**src/rtl/bist_engine.sv**
```systemverilog
// BIST controller: single normal-mode operation or an LFSR-driven self-test
// compacted into a CRC-8 signature, with a busy watchdog. Optional macro: BIST_GOLDEN_CHECK_EN.
module bist_engine #(
    parameter int                 DATA_W   = 8,
    parameter int                 RES_W    = 16,
    parameter int                 Y_W      = RES_W,
    parameter int                 ITERS    = 256,
    parameter logic [DATA_W-1:0]  SEED_A   = DATA_W'(1),
    parameter logic [DATA_W-1:0]  SEED_B   = DATA_W'(1),
    parameter logic [DATA_W-1:0]  TAPS_A   = DATA_W'('hB8),
    parameter logic [DATA_W-1:0]  TAPS_B   = DATA_W'('hB8),
    parameter logic [7:0]         CRC_POLY = 8'h07,
    parameter int                 TIMEOUT  = 1024,
    parameter logic [7:0]         GOLDEN   = 8'h00
) (
    input  logic              clk,
    input  logic              rst,
    input  logic              run_req,
    input  logic              test_req,
    input  logic [DATA_W-1:0] a,
    input  logic [DATA_W-1:0] b,
    output logic              dut_rst,
    output logic              dut_start,
    output logic [DATA_W-1:0] dut_a,
    output logic [DATA_W-1:0] dut_b,
    input  logic              dut_busy,
    input  logic [Y_W-1:0]    dut_y,
    output logic [RES_W-1:0]  result,
    output logic [7:0]        test_cnt,
    output logic [7:0]        signature,
    output logic              done,
    output logic              busy,
    output logic              timeout_err,
    output logic              pass
);

    localparam int WD_W = $clog2(TIMEOUT + 1);
    localparam int IT_W = $clog2(ITERS + 1);
    localparam int IX_W = (RES_W > 1) ? $clog2(RES_W) : 1;

    typedef enum logic [3:0] {
        IDLE, R_START, R_SKIP, R_WAIT, R_OUT,
        T_INIT, T_SHIFT, T_START, T_SKIP, T_WAIT, T_CRC, T_NEXT, T_DONE
    } state_t;

    state_t            state_q, state_d;
    logic [DATA_W-1:0] lfsr_a_q, lfsr_a_d, lfsr_b_q, lfsr_b_d;
    logic [DATA_W-1:0] dut_a_q, dut_a_d, dut_b_q, dut_b_d;
    logic              dut_rst_q, dut_rst_d, dut_start_q, dut_start_d;
    logic [RES_W-1:0]  result_q, result_d;
    logic [7:0]        test_cnt_q, test_cnt_d, sig_q, sig_d, crc_q, crc_d;
    logic [IT_W-1:0]   iter_q, iter_d;
    logic [IX_W-1:0]   idx_q, idx_d;
    logic [WD_W-1:0]   wdog_q, wdog_d;
    logic              tmo_q, tmo_d;
    logic              pass_q, pass_d;
    logic              done_c;
    logic              crc_fb;

    always_ff @(posedge clk) begin
        if (rst) begin
            state_q     <= IDLE;
            lfsr_a_q    <= SEED_A;
            lfsr_b_q    <= SEED_B;
            dut_a_q     <= '0;
            dut_b_q     <= '0;
            dut_rst_q   <= 1'b1;
            dut_start_q <= 1'b0;
            result_q    <= '0;
            test_cnt_q  <= '0;
            sig_q       <= '0;
            crc_q       <= '0;
            iter_q      <= '0;
            idx_q       <= '0;
            wdog_q      <= '0;
            tmo_q       <= 1'b0;
            pass_q      <= 1'b0;
        end else begin
            state_q     <= state_d;
            lfsr_a_q    <= lfsr_a_d;
            lfsr_b_q    <= lfsr_b_d;
            dut_a_q     <= dut_a_d;
            dut_b_q     <= dut_b_d;
            dut_rst_q   <= dut_rst_d;
            dut_start_q <= dut_start_d;
            result_q    <= result_d;
            test_cnt_q  <= test_cnt_d;
            sig_q       <= sig_d;
            crc_q       <= crc_d;
            iter_q      <= iter_d;
            idx_q       <= idx_d;
            wdog_q      <= wdog_d;
            tmo_q       <= tmo_d;
            pass_q      <= pass_d;
        end
    end

    always_comb begin
        state_d     = state_q;
        lfsr_a_d    = lfsr_a_q;
        lfsr_b_d    = lfsr_b_q;
        dut_a_d     = dut_a_q;
        dut_b_d     = dut_b_q;
        dut_rst_d   = 1'b0;
        dut_start_d = 1'b0;
        result_d    = result_q;
        test_cnt_d  = test_cnt_q;
        sig_d       = sig_q;
        crc_d       = crc_q;
        iter_d      = iter_q;
        idx_d       = idx_q;
        wdog_d      = wdog_q;
        tmo_d       = tmo_q;
        pass_d      = pass_q;
        done_c      = 1'b0;
        crc_fb      = 1'b0;

        unique case (state_q)
            IDLE: begin
                if (run_req)       state_d = R_START;
                else if (test_req) state_d = T_INIT;
            end
            R_START: begin
                dut_a_d     = a;
                dut_b_d     = b;
                dut_start_d = 1'b1;
                wdog_d      = '0;
                tmo_d       = 1'b0;
                state_d     = R_SKIP;
            end
            R_SKIP: state_d = R_WAIT;
            R_OUT: begin
                result_d = dut_y[RES_W-1:0];
                done_c   = 1'b1;
                state_d  = IDLE;
            end
            T_INIT: begin
                test_cnt_d = test_cnt_q + 8'd1;
                crc_d      = '0;
                lfsr_a_d   = SEED_A;
                lfsr_b_d   = SEED_B;
                iter_d     = '0;
                tmo_d      = 1'b0;
                pass_d     = 1'b0;
                dut_rst_d  = 1'b1;
                state_d    = T_SHIFT;
            end
            T_SHIFT: begin
                lfsr_a_d  = {lfsr_a_q[DATA_W-2:0], ^(lfsr_a_q & TAPS_A)};
                lfsr_b_d  = {lfsr_b_q[DATA_W-2:0], ^(lfsr_b_q & TAPS_B)};
                dut_rst_d = 1'b1;
                state_d   = T_START;
            end
            T_START: begin
                dut_a_d     = lfsr_a_q;
                dut_b_d     = lfsr_b_q;
                dut_start_d = 1'b1;
                wdog_d      = '0;
                state_d     = T_SKIP;
            end
            T_SKIP: state_d = T_WAIT;
            // Both wait states share the watchdog; an expiry aborts without touching results.
            R_WAIT, T_WAIT: begin
                if (!dut_busy) begin
                    idx_d   = '0;
                    state_d = (state_q == R_WAIT) ? R_OUT : T_CRC;
                end else if (wdog_q == WD_W'(TIMEOUT)) begin
                    tmo_d     = 1'b1;
                    dut_rst_d = 1'b1;
                    pass_d    = 1'b0;
                    done_c    = 1'b1;
                    state_d   = IDLE;
                end else begin
                    wdog_d = wdog_q + WD_W'(1);
                end
            end
            T_CRC: begin
                crc_fb = crc_q[7] ^ dut_y[idx_q];
                crc_d  = {crc_q[6:0], 1'b0} ^ (crc_fb ? CRC_POLY : 8'h00);
                idx_d  = idx_q + IX_W'(1);
                if (idx_q == IX_W'(RES_W - 1)) state_d = T_NEXT;
            end
            T_NEXT: begin
                iter_d  = iter_q + IT_W'(1);
                state_d = ((iter_q + IT_W'(1)) == IT_W'(ITERS)) ? T_DONE : T_SHIFT;
            end
            T_DONE: begin
                sig_d   = crc_q;
`ifdef BIST_GOLDEN_CHECK_EN
                pass_d  = (crc_q == GOLDEN);
`endif
                done_c  = 1'b1;
                state_d = IDLE;
            end
            default: state_d = IDLE;
        endcase
    end

    assign dut_rst     = dut_rst_q;
    assign dut_start   = dut_start_q;
    assign dut_a       = dut_a_q;
    assign dut_b       = dut_b_q;
    assign result      = result_q;
    assign test_cnt    = test_cnt_q;
    assign signature   = sig_q;
    assign done        = done_c;
    assign busy        = (state_q != IDLE);
    assign timeout_err = tmo_q;
`ifdef BIST_GOLDEN_CHECK_EN
    assign pass        = pass_q;
`else
    assign pass        = 1'b0;
`endif

endmodule

```
**config.mk**
```make
export PLATFORM = sky130hd
export DESIGN_NAME = bist_engine
export DESIGN_NICKNAME = d
export VERILOG_FILES = /design/src/rtl/bist_engine.sv
export SDC_FILE = /design/constraint.sdc
export NUM_CORES = 1
export LEC_CHECK = 0
export BUFFER_PORTS_ARGS = -buffer_cell sky130_fd_sc_hd__buf_2
export CAP_MARGIN = 10
export CORE_MARGIN = 2
export CORE_UTILIZATION = 40
export DETAILED_ROUTE_END_ITERATION = 8
export MAX_ROUTING_LAYER = met4
export PLACE_DENSITY = 0.58
export RECOVER_POWER = 50
export SETUP_SLACK_MARGIN = 0.5
export SLEW_MARGIN = 10
export SYNTH_ARGS = -nofsm -noshare
export SYNTH_HDL_FRONTEND = slang
export SYNTH_SLANG_ARGS = --single-unit
```
**constraint.sdc**
```tcl
create_clock -name clk -period 2.21 [get_ports clk]
set_clock_uncertainty 0.1 [all_clocks]
set_input_delay 0.221 -clock clk [delete_from_list [all_inputs] [get_ports clk]]
set_output_delay 0.221 -clock clk [all_outputs]
set_load 0.05 [all_outputs]
```
Word level (Yosys, flattened, before mapping) --
Index checks and enable logic that the tools add are counted. W data, S select, Z words.
Word-level totals: flip-flop bits (word level) 103, logic and storage cells 94, output and inout port bits 54
Operators by class: magnitude comparators 1, multiplexer cells 30, bitwise operators 2, reductions and logical operators 20, $add $sub $neg 4, eq/ne operators 22
Operators by type and width (count):
- $pmux W8 S2 | 5
- $pmux W4 S10 | 1
- $mux W4 | 8
- $eq A4 B4 Y1 const B | 6
- $mux W11 | 2
- $pmux W11 S2 | 1
- $pmux W9 S2 | 1
- $eq A4 B3 Y1 const B | 4
- $reduce_xor A8 Y1 | 2
- $reduce_bool A2 Y1 | 7
- $add A11 B1 Y11 const B | 1
- $eq A11 B11 Y1 const B | 1
- $ne A2 B2 Y1 const B | 5
- $reduce_or A2 Y1 | 5
- $add A9 B1 Y9 const B | 1
- $eq A9 B9 Y1 const B | 1
- $reduce_and A3 Y1 | 3
- $add A8 B1 Y8 const B | 1
- $eq A4 B2 Y1 const B | 2
- $pmux W4 S2 | 1
- $xor A8 B3 Y8 | 1
- $mux W1 | 6
- $ne A3 B3 Y1 const B | 2
- $pmux W1 S2 | 3
- other kinds (9) | 9

Logic depth before layout (Yosys ltp) --
Gate-level depths: netlist of the first run.
word-level depth 6, mapped depth 8, mapped depth without buffers 7

Least setup slack after synthesis of the first run --
No wires, ideal clock.
path type reg-to-output, from reg state_q[0], to out done, path buffers 2, setup slack 154 ps, stages on the path, launching flop included 4, arrival time 1735 ps, path through dfxtp_1 > buf_2 > buf_1 > o21ai_0
Between the ends: longest elaborated chain between the ends 3, elaborated cells between the ends (all ways) 7, those cells by class eq/ne: 4; mux: 1; reduce/logical: 2
RTL lines:
- from (decl) | RTL line 46 | state_t state_q, state_d;
- from (signal assigned) | RTL line 79 | state_q <= state_d;
- $eq A4 B4 Y1, or another cell as far along | RTL line 118 | unique case (state_q)
- $reduce_or A2 Y1 (on tied branches)
- $pmux W1 S2 * | RTL line 118
- to (decl) | RTL line 31 | output logic done,
Every way passes the cells marked *; elsewhere a longest branch is shown, timed or not.

Worst setup path after layout of the first run --
from reg state_q[2], to out done
Same word-level chain as after synthesis.

==> run summary, run 1 <==
Post-route setup TNS -> 0 ps
Req. time, crit path -> 1890 ps
I/O Pins -> 91
Final hold viol count -> 0
Share of cells above drive strength 1 -> 27.4%
RSZ-0062 raised after global routing -> true
First-pass GRT wire length -> 19,300 µm
Area leader, netlist -> dfxtp_1
Site Rows -> 39
Synth warn -> 0
WL final -> 12,100 µm
Synth Instances -> 545
DRT iter0 DRCs -> 236
CTS tree -> built
Synth cell count leaders -> dfxtp_1 (103), nor2_1 (80), nand2_1 (67)
Peak supply drop -> 0.841 mV
Final Wtd Congestion -> 0.868
Via count -> 4,235
Area growth syn-to-layout -> 29.4%
Hold Path Class -> in -> reg
Worst Path Arrival -> 1660 ps
Max Root-Sink Buffers -> 2
PwrDens -> 843 nW/µm²
CP Capture Type -> primary output
Post-synth top flop -> dfxtp_1
Post-route ant nets -> 0
Syn Nets -> 588
Worst skew pair latency -> 350 ps
Final worst-path cycle share -> 89.9%
Syn avg cell area -> 8.59 µm²
CTS Root Cell -> clkbuf_16
Asr flop ratio synth -> 0%
Netlist cell types -> 54
Design Power -> 5.11 mW
Setup crit start kind -> flip-flop
GRT Resource Usage Total -> 19.1%
Fmax -> 504 MHz
Full die area -> 12,600 µm²
Cts bufs inserted -> 9
Vias in the first global route -> 3,957
Min Tclk post-route -> 1990 ps
Die W -> 112 µm
Max FO, Critical Path -> 5
Setup ws final -> 224 ps
Hold_buf cts -> 0
Num Clock Sinks -> 103
DP Worst Slack -> 182 ps
Hold slack -> 24.7 ps
Initial antenna violation count -> 1
Post-Synthesis Cell Area -> 4680 µm²
CTS H-Tree Depth -> 3
Final Max Slew Viols -> 0
Core box area -> 11,400 µm²
Post-synth top area share -> 44.0%
Number of synthesized flops with an enable pin -> 0
Most instantiated library cell after synthesis -> dfxtp_1
Via density -> 5.29
Post-DP HPWL -> 8010 µm
Max Cap Viol -> 0
Die H -> 112 µm
Worst-path clk slew -> 70 ps
Synth area leaders -> dfxtp_1 (44%), nor2_1 (6.4%), nand2_1 (5.4%)
Setup violators final -> 0
Port bufs -> 89
CP cell instances -> and2b_2, nand2_1, inv_1, nand3_4, o21ai_2, buf_6
Slew @ Worst Pin -> 626 ps
Outcome -> completed
Grt ovf -> 0
Sequential area share after synthesis -> 44.0%
DR DRC count -> 0
Number of synthesized register bits -> 103
Worst stage delay on the critical path -> 470 ps
Kind of critical path -> reg -> out
Slew headroom -> 58.3%
Final #Nets -> 696
Routed length per instance -> 15.1 µm
Largest net degree at the start of global routing -> 31
First-pass detailed-route iteration total -> 4
Leak Pwr -> 2.39 nW
Slowest CP cell -> dfxtp_1
Initial Util -> 41.0%
[layer usage]
layer	wire length (µm)	vias to the layer above	share of wire, %	track usage [%]
li1	-	2122	-	-
met1	5570	2015	46	24.4
met2	5850	88	48	30.5
met3	535	10	4.4	4.43
met4	127	0	1.1	5.12
met5	0	-	0	-
[report_power, final]
group,total (mW),switching (mW),internal (mW)
sequential,2.10,0.105,1.99
combinational,1.51,1.05,0.462
clock,1.50,0.725,0.776
[stage by stage]
step	std cells	util (%)	area, µm²
2_1_floorplan	545	-	4740
3_3_place_gp	757	46.7	5340
3_5_place_dp	757	46.7	5340
4_1_cts	783	50.9	5820
5_1_grt	801	53.1	6060
6_report	801	53.1	6060
[worst max-delay path: cells and delay by family, from the launching register on]
| kind | cells | cell delay [ps] |
|---|---|---|
| AOI/OAI and AO/OA | 1 | 60 |
| buffers and inverters | 2 | 270 |
| DFF | 1 | 470 |
| and+or+nand+nor | 3 | 530 |
[area by class of cell]
type                       count  area [µm²]
sequential                   103        2110
multi-input combinational    394        2690
antenna                        1        2.50
clock inverter                 6        53.8
tap                          143         179
clock buffer                   9         225
fill                        1097        5360
inverter                       8        30.0
timing repair buffer         137         776
[sequential cells by signal, summed over array words and instances (netlist names), 8 cells and up]
| name | flops |
|---|---|
| crc_q | 8 |
| lfsr_b_q | 8 |
| iter_q | 9 |
| signature | 8 |
| wdog_q | 11 |
| result | 16 |
| lfsr_a_q | 8 |
| dut_b | 8 |
| test_cnt | 8 |
| dut_a | 8 |
[path summary, 6_finish.rpt]
kind         startpoint           to  slack (ps)  depth (start not counted)
max          state_q[2]         done         220                          6
min reg2reg   result[9]    result[9]         360                          2
max reg2reg  state_q[2]  test_cnt[5]         290                          8
min            dut_y[0]    result[0]          20                          3
[cells in the final DEF, fill, tap and decap left out, types with 13 or more instances in the layout]
| cell type | n |
|---|---|
| dfxtp_1 | 84 |
| nor2_1 | 72 |
| nand2_1 | 64 |
| clkbuf_1 | 54 |
| a21oi_1 | 43 |
| buf_2 | 38 |
| buf_4 | 33 |
| xor2_1 | 19 |
| a211oi_1 | 14 |
| a22oi_1 | 13 |
| mux2i_1 | 13 |
[logic make-up (layout without fill, tap and decap cells)]
logic type	after synthesis	after routing	synth area share [%]
AOI/OAI and AO/OA	120	120	16.8
DFF	103	103	44.0
adders and majority gates	6	6	1.60
other	1	2	0.0801
muxes	20	20	5.34
and+or+nand+nor	218	218	22.0
xor gates and xnor gates	29	29	5.43
buffers and inverters	48	160	4.68
[repair_timing]
action / 4_1_cts / 5_1_grt
buffers inserted: 11 / 15
hold endpoints to repair: 0 / 0
pin swaps: 11 / 25
cloned: 0 / 2
endpoints found under the setup margin: 70 / 65
gates resized for setup: 38 / 57
No activity file was read; power rests on OpenSTA's default activity.
==> inputs of run 2 (changes only) <==
- PLACE_DENSITY: 0.58 -> unset
- PLACE_DENSITY_LB_ADDON: unset -> 0.1
- SKIP_CTS_REPAIR_TIMING: unset -> 1
==> run summary, run 2 (synthesized netlist as in run 1, its figures left out) <==
Register-to-register setup slack -> 260 ps (-30 ps)
Min Tclk post-route -> 1970 ps (-18.1 ps)
GRT Resource Usage Total -> 18.8% (-0.29 points)
Leak Pwr -> 2.47 nW (+3.1%)
Worst-path clk slew -> 70 ps (about the same)
Initial Util -> 41.0% (unchanged)
Max FO, Critical Path -> 10 (+5)
RSZ-0062 raised after global routing -> true
Worst Path Arrival -> 1650 ps (about the same)
Multi-input logic area -> 2640 µm² (-1.7%)
Final #Nets -> 698 (+0.29%)
Max Root-Sink Buffers -> 2 (unchanged)
I/O Pins -> 91 (unchanged)
Final worst-path cycle share -> 89.0% (-0.82 points)
Final Wtd Congestion -> 0.822 (-5.2%)
Design Power -> 5.36 mW (+4.9%)
Via density -> 5.32 (+0.69%)
Setup crit start kind -> flip-flop
Sequential share of power -> 39.1% (-1.9 points)
Ant diodes -> 0 (-1)
Core box area -> 11,400 µm² (unchanged)
Worst stage delay on the critical path -> 410 ps (-60 ps)
Peak supply drop -> 0.527 mV (-37%)
Final Max Slew Viols -> 0 (unchanged)
WL final -> 12,200 µm (+0.69%)
CP bufs+invs -> 2 (unchanged)
First-pass GRT wire length -> 19,000 µm (-1.7%)
Routed length per instance -> 15.1 µm (+0.44%)
Share of cells above drive strength 1 -> 26.2% (-1.2 points)
First-pass detailed-route iteration total -> 4 (unchanged)
Post-route ant nets -> 0 (unchanged)
Post-DP HPWL -> 8220 µm (+2.5%)
Cts bufs inserted -> 9 (unchanged)
Die H -> 112 µm (unchanged)
Area growth syn-to-layout -> 30.6%
Finished Layout Cells -> 803 (+0.25%)
Seq. cell area -> 2110 µm² (+0.18%)
Final hold viol count -> 0 (unchanged)
Die W -> 112 µm (unchanged)
Most common cell after layout, fill and taps aside -> dfxtp_1
CP cell instances -> xor2_1, nand2_1, inv_1, nand3_4, o21ai_4, buf_8
Combinational share of power -> 30.5% (+0.9 points)
DRT iter0 DRCs -> 208 (-12%)
Crit-path leading delay family -> flip-flops
Most frequent cells in the layout -> dfxtp_1 (85), nor2_1 (77), nand2_1 (63), clkbuf_1 (54), a21oi_1 (45)
Full die area -> 12,600 µm² (unchanged)
Outcome -> completed
PwrDens -> 877 nW/µm² (+4.0%)
Site Rows -> 39 (unchanged)
Worst skew pair latency -> 340 ps (about the same)
Final core area utilization -> 53.6% (+0.48 points)
DR DRC count -> 0 (unchanged)
Dpl cell area -> 5340 µm² (about the same)
Placed Cells -> 759 (+0.26%)
CTS Root Cell -> clkbuf_16
CTS tree -> built
Port bufs -> 89 (unchanged)
Hold Path Class -> in -> reg
Grt ovf -> 0 (unchanged)
P_int -> 3.46 mW (+7.1%)
CTS H-Tree Depth -> 3 (unchanged)
Num Clock Sinks -> 103 (unchanged)
Largest net degree at the start of global routing -> 38 (+23%)
Via count -> 4,275 (+0.94%)
CP Capture Type -> primary output
Max Cap Viol -> 0 (unchanged)
Vias in the first global route -> 3,879 (-2.0%)
Setup violators final -> 0 (unchanged)
Finished Cell Area -> 6120 µm² (+0.91%)
Req. time, crit path -> 1890 ps (about the same)
Fmax -> 508 MHz (+0.92%)
Sw Share -> 35.5% (-1.3 points)
Slew @ Worst Pin -> 693 ps (+67.6 ps)
Kind of critical path -> reg -> out
Layout fillers -> 1,100 (+0.27%)
Slowest CP cell -> dfxtp_4
Max FFs per register -> 16 (unchanged)
Psw -> 1.90 mW (+1.2%)
Slew headroom -> 53.8% (-4.5 points)
Part of the power in the clock network -> 30.4% (+1.0 points)
Initial antenna violation count -> 0 (-1)
-- run 2: area by class of cell --
type	instances	share of cell area, %
multi-input combinational	394	43.2
clock inverter	6	1.13
sequential	103	34.5
timing repair buffer	139	13.8
inverter	8	0.532
tap	143	2.93
clock buffer	10	3.91
-- run 2: worst paths after layout --
path,from,to,depth (start not counted)
max,state_q[3],done,6
min,dut_y[9],result[9],3
max reg2reg,state_q[0],dut_b[0],7
min reg2reg,signature[0],signature[0],2
-- run 2: power by group through the flow --
stage / sequential (mW) / clock (mW) / combinational (mW)
6_report: 2.10 / 1.63 / 1.63
4_1_cts: 2.12 / 1.67 / 1.35
3_3_place_gp: 2.15 / 0 / 1.33
2_1_floorplan: 2.51 / 0 / 0.670
5_1_grt: 2.11 / 1.75 / 1.75
3_5_place_dp: 2.16 / 0 / 1.35
-- run 2: routing by layer --
metal / vias to the layer above / track usage, % / wire length, µm
met5: - / - / 0
met4: 0 / 6.10 / 123
met3: 10 / 3.51 / 495
met2: 93 / 29.2 / 5820
met1: 2040 / 24.9 / 5720
li1: 2132 / - / -
-- run 2: stage by stage --
stage | hold slack, ps | setup slack, ps | TNS [ps]
final | 26.5 | 242 | 0
after global routing | 20.9 | 115 | 0
after CTS | 15.1 | -153 | -153
after detailed placement | 348 | 197 | 0
after global placement | 341 | 267 | 0
after floorplan | 257 | 424 | 0
-- run 2: worst min-delay path: cells and delay by family --
kind	cells	cell delay, ps
and+or+nand+nor	1	50
buffers and inverters	1	100
AOI/OAI and AO/OA	1	50
==> inputs of run 3 (changes only) <==
- PLACE_DENSITY: unset -> 0.66
- PLACE_DENSITY_LB_ADDON: 0.1 -> unset
==> run summary, run 3 (synthesized netlist as in run 1, its figures left out) <==
Outcome -> completed
Setup ws final -> 226 ps (-16.3 ps)
Max FO, Critical Path -> 7 (-3)
Worst skew pair latency -> 340 ps (about the same)
Max Cap Viol -> 0 (unchanged)
Min Tclk post-route -> 1980 ps (+16.3 ps)
CTS H-Tree Depth -> 3 (unchanged)
Core box area -> 11,400 µm² (unchanged)
DRT iter0 DRCs -> 296 (+42%)
Setup violators final -> 0 (unchanged)
Largest net degree at the start of global routing -> 45 (+18%)
Grt ovf -> 0 (unchanged)
Port bufs -> 89 (unchanged)
Worst-path clk slew -> 60 ps (about the same)
Final Max Slew Viols -> 0 (unchanged)
Max FFs per register -> 16 (unchanged)
Area growth syn-to-layout -> 28.4%
Final worst-path cycle share -> 89.8% (+0.74 points)
Slew @ Worst Pin -> 648 ps (-44.9 ps)
Post-DP HPWL -> 7800 µm (-5.1%)
Initial antenna violation count -> 0 (unchanged)
Final #Nets -> 695 (-0.43%)
Peak supply drop -> 0.755 mV (+43%)
Most frequent cells in the layout -> dfxtp_1 (84), nor2_1 (76), nand2_1 (64), clkbuf_1 (57), a21oi_1 (46)
Hold Path Class -> in -> reg
Req. time, crit path -> 2330 ps (+440 ps)
RSZ-0062 raised after global routing -> true
Cts bufs inserted -> 9 (unchanged)
Design Power -> 5.30 mW (-1.2%)
I/O Pins -> 91 (unchanged)
Finished Layout Cells -> 800 (-0.37%)
Layout fillers -> 1,106 (+0.55%)
Max Root-Sink Buffers -> 2 (unchanged)
DR DRC count -> 0 (unchanged)
Final hold viol count -> 0 (unchanged)
First-pass detailed-route iteration total -> 4 (unchanged)
CTS Root Cell -> clkbuf_16
Num Clock Sinks -> 103 (unchanged)
CTS tree -> built
Most common cell after layout, fill and taps aside -> dfxtp_1
Final Wtd Congestion -> 0.832 (+1.2%)
Full die area -> 12,600 µm² (unchanged)
Hold slack -> 30.7 ps (+4.22 ps)
Via count -> 4,261 (-0.33%)
Placed Cells -> 759 (unchanged)
Site Rows -> 39 (unchanged)
CP Capture Type -> flip-flop
Initial Util -> 41.0% (unchanged)
Routed length per instance -> 14.6 µm (-3.7%)
Ant diodes -> 0 (unchanged)
Via density -> 5.33 (about the same)
Post-route setup TNS -> 0 ps (unchanged)
Share of cells above drive strength 1 -> 25.1% (-1.1 points)
WL final -> 11,700 µm (-4.0%)
Die H -> 112 µm (unchanged)
Setup crit start kind -> flip-flop
PwrDens -> 882 nW/µm² (+0.53%)
Die W -> 112 µm (unchanged)
Vias in the first global route -> 3,792 (-2.2%)
First-pass GRT wire length -> 18,000 µm (-5.2%)
Fmax -> 504 MHz (-0.82%)
Leak Pwr -> 2.40 nW (-2.8%)
Worst Path Arrival -> 2110 ps (+460 ps)
DP Worst Slack -> 202 ps (+5.53 ps)
Slew headroom -> 57.0% (+3.2 points)
Kind of critical path -> reg -> reg
Post-route ant nets -> 0 (unchanged)
GRT Resource Usage Total -> 17.7% (-1.1 points)
## run 3: worst paths after layout
| check | endpoint | from | depth (start not counted) | slack [ps] |
|---|---|---|---|---|
| min reg2reg | signature[1] | signature[1] | 2 | 350 |
| max | wdog_q[5] | state_q[0] | 8 | 230 |
| min | result[6] | dut_y[6] | 3 | 30 |
| max reg2reg | wdog_q[5] | state_q[0] | 8 | 230 |
## run 3: cell type report
cell class	instances	area, µm²	share of cell area, %
Inverter	8	30.0	0.500
Multi-Input combinational cell	394	2620	43.6
Clock inverter	2	37.5	0.624
Timing Repair Buffer	136	766	12.7
Sequential cell	103	2110	35.0
Tap cell	143	179	2.98
Clock buffer	14	274	4.56
## run 3: worst max-delay path, stage by stage (launching register included)
cell and delay [ps]:
dfxtp_4 370, buf_4 150, nand2b_1 130, clkbuf_1 450, o22ai_4 210, buf_6 170, nand3_1 80, xor2_1 150
nor2_1 50
## run 3: metal layers
layer	GRT usage, %	part of all wire [%]	vias to the layer above
met1	22.8	46	2013
met3	4.70	5.7	15
met5	-	0	-
li1	-	-	2121
met2	27.7	47	112
met4	4.80	1.3	0
## run 3: report_power, final
part           switching [mW]  total, mW  internal, mW
clock                   0.660       1.63         0.972
combinational            1.06       1.56         0.500
sequential              0.105       2.10          2.00
total                    1.83       5.30          3.47
## run 3: stage by stage
stage / instance area (µm²) / utilization (%)
floorplan: 4740 / -
global placement: 5340 / 46.8
detailed placement: 5340 / 46.8
CTS: 5650 / 49.5
global route: 6010 / 52.6
finish: 6010 / 52.6
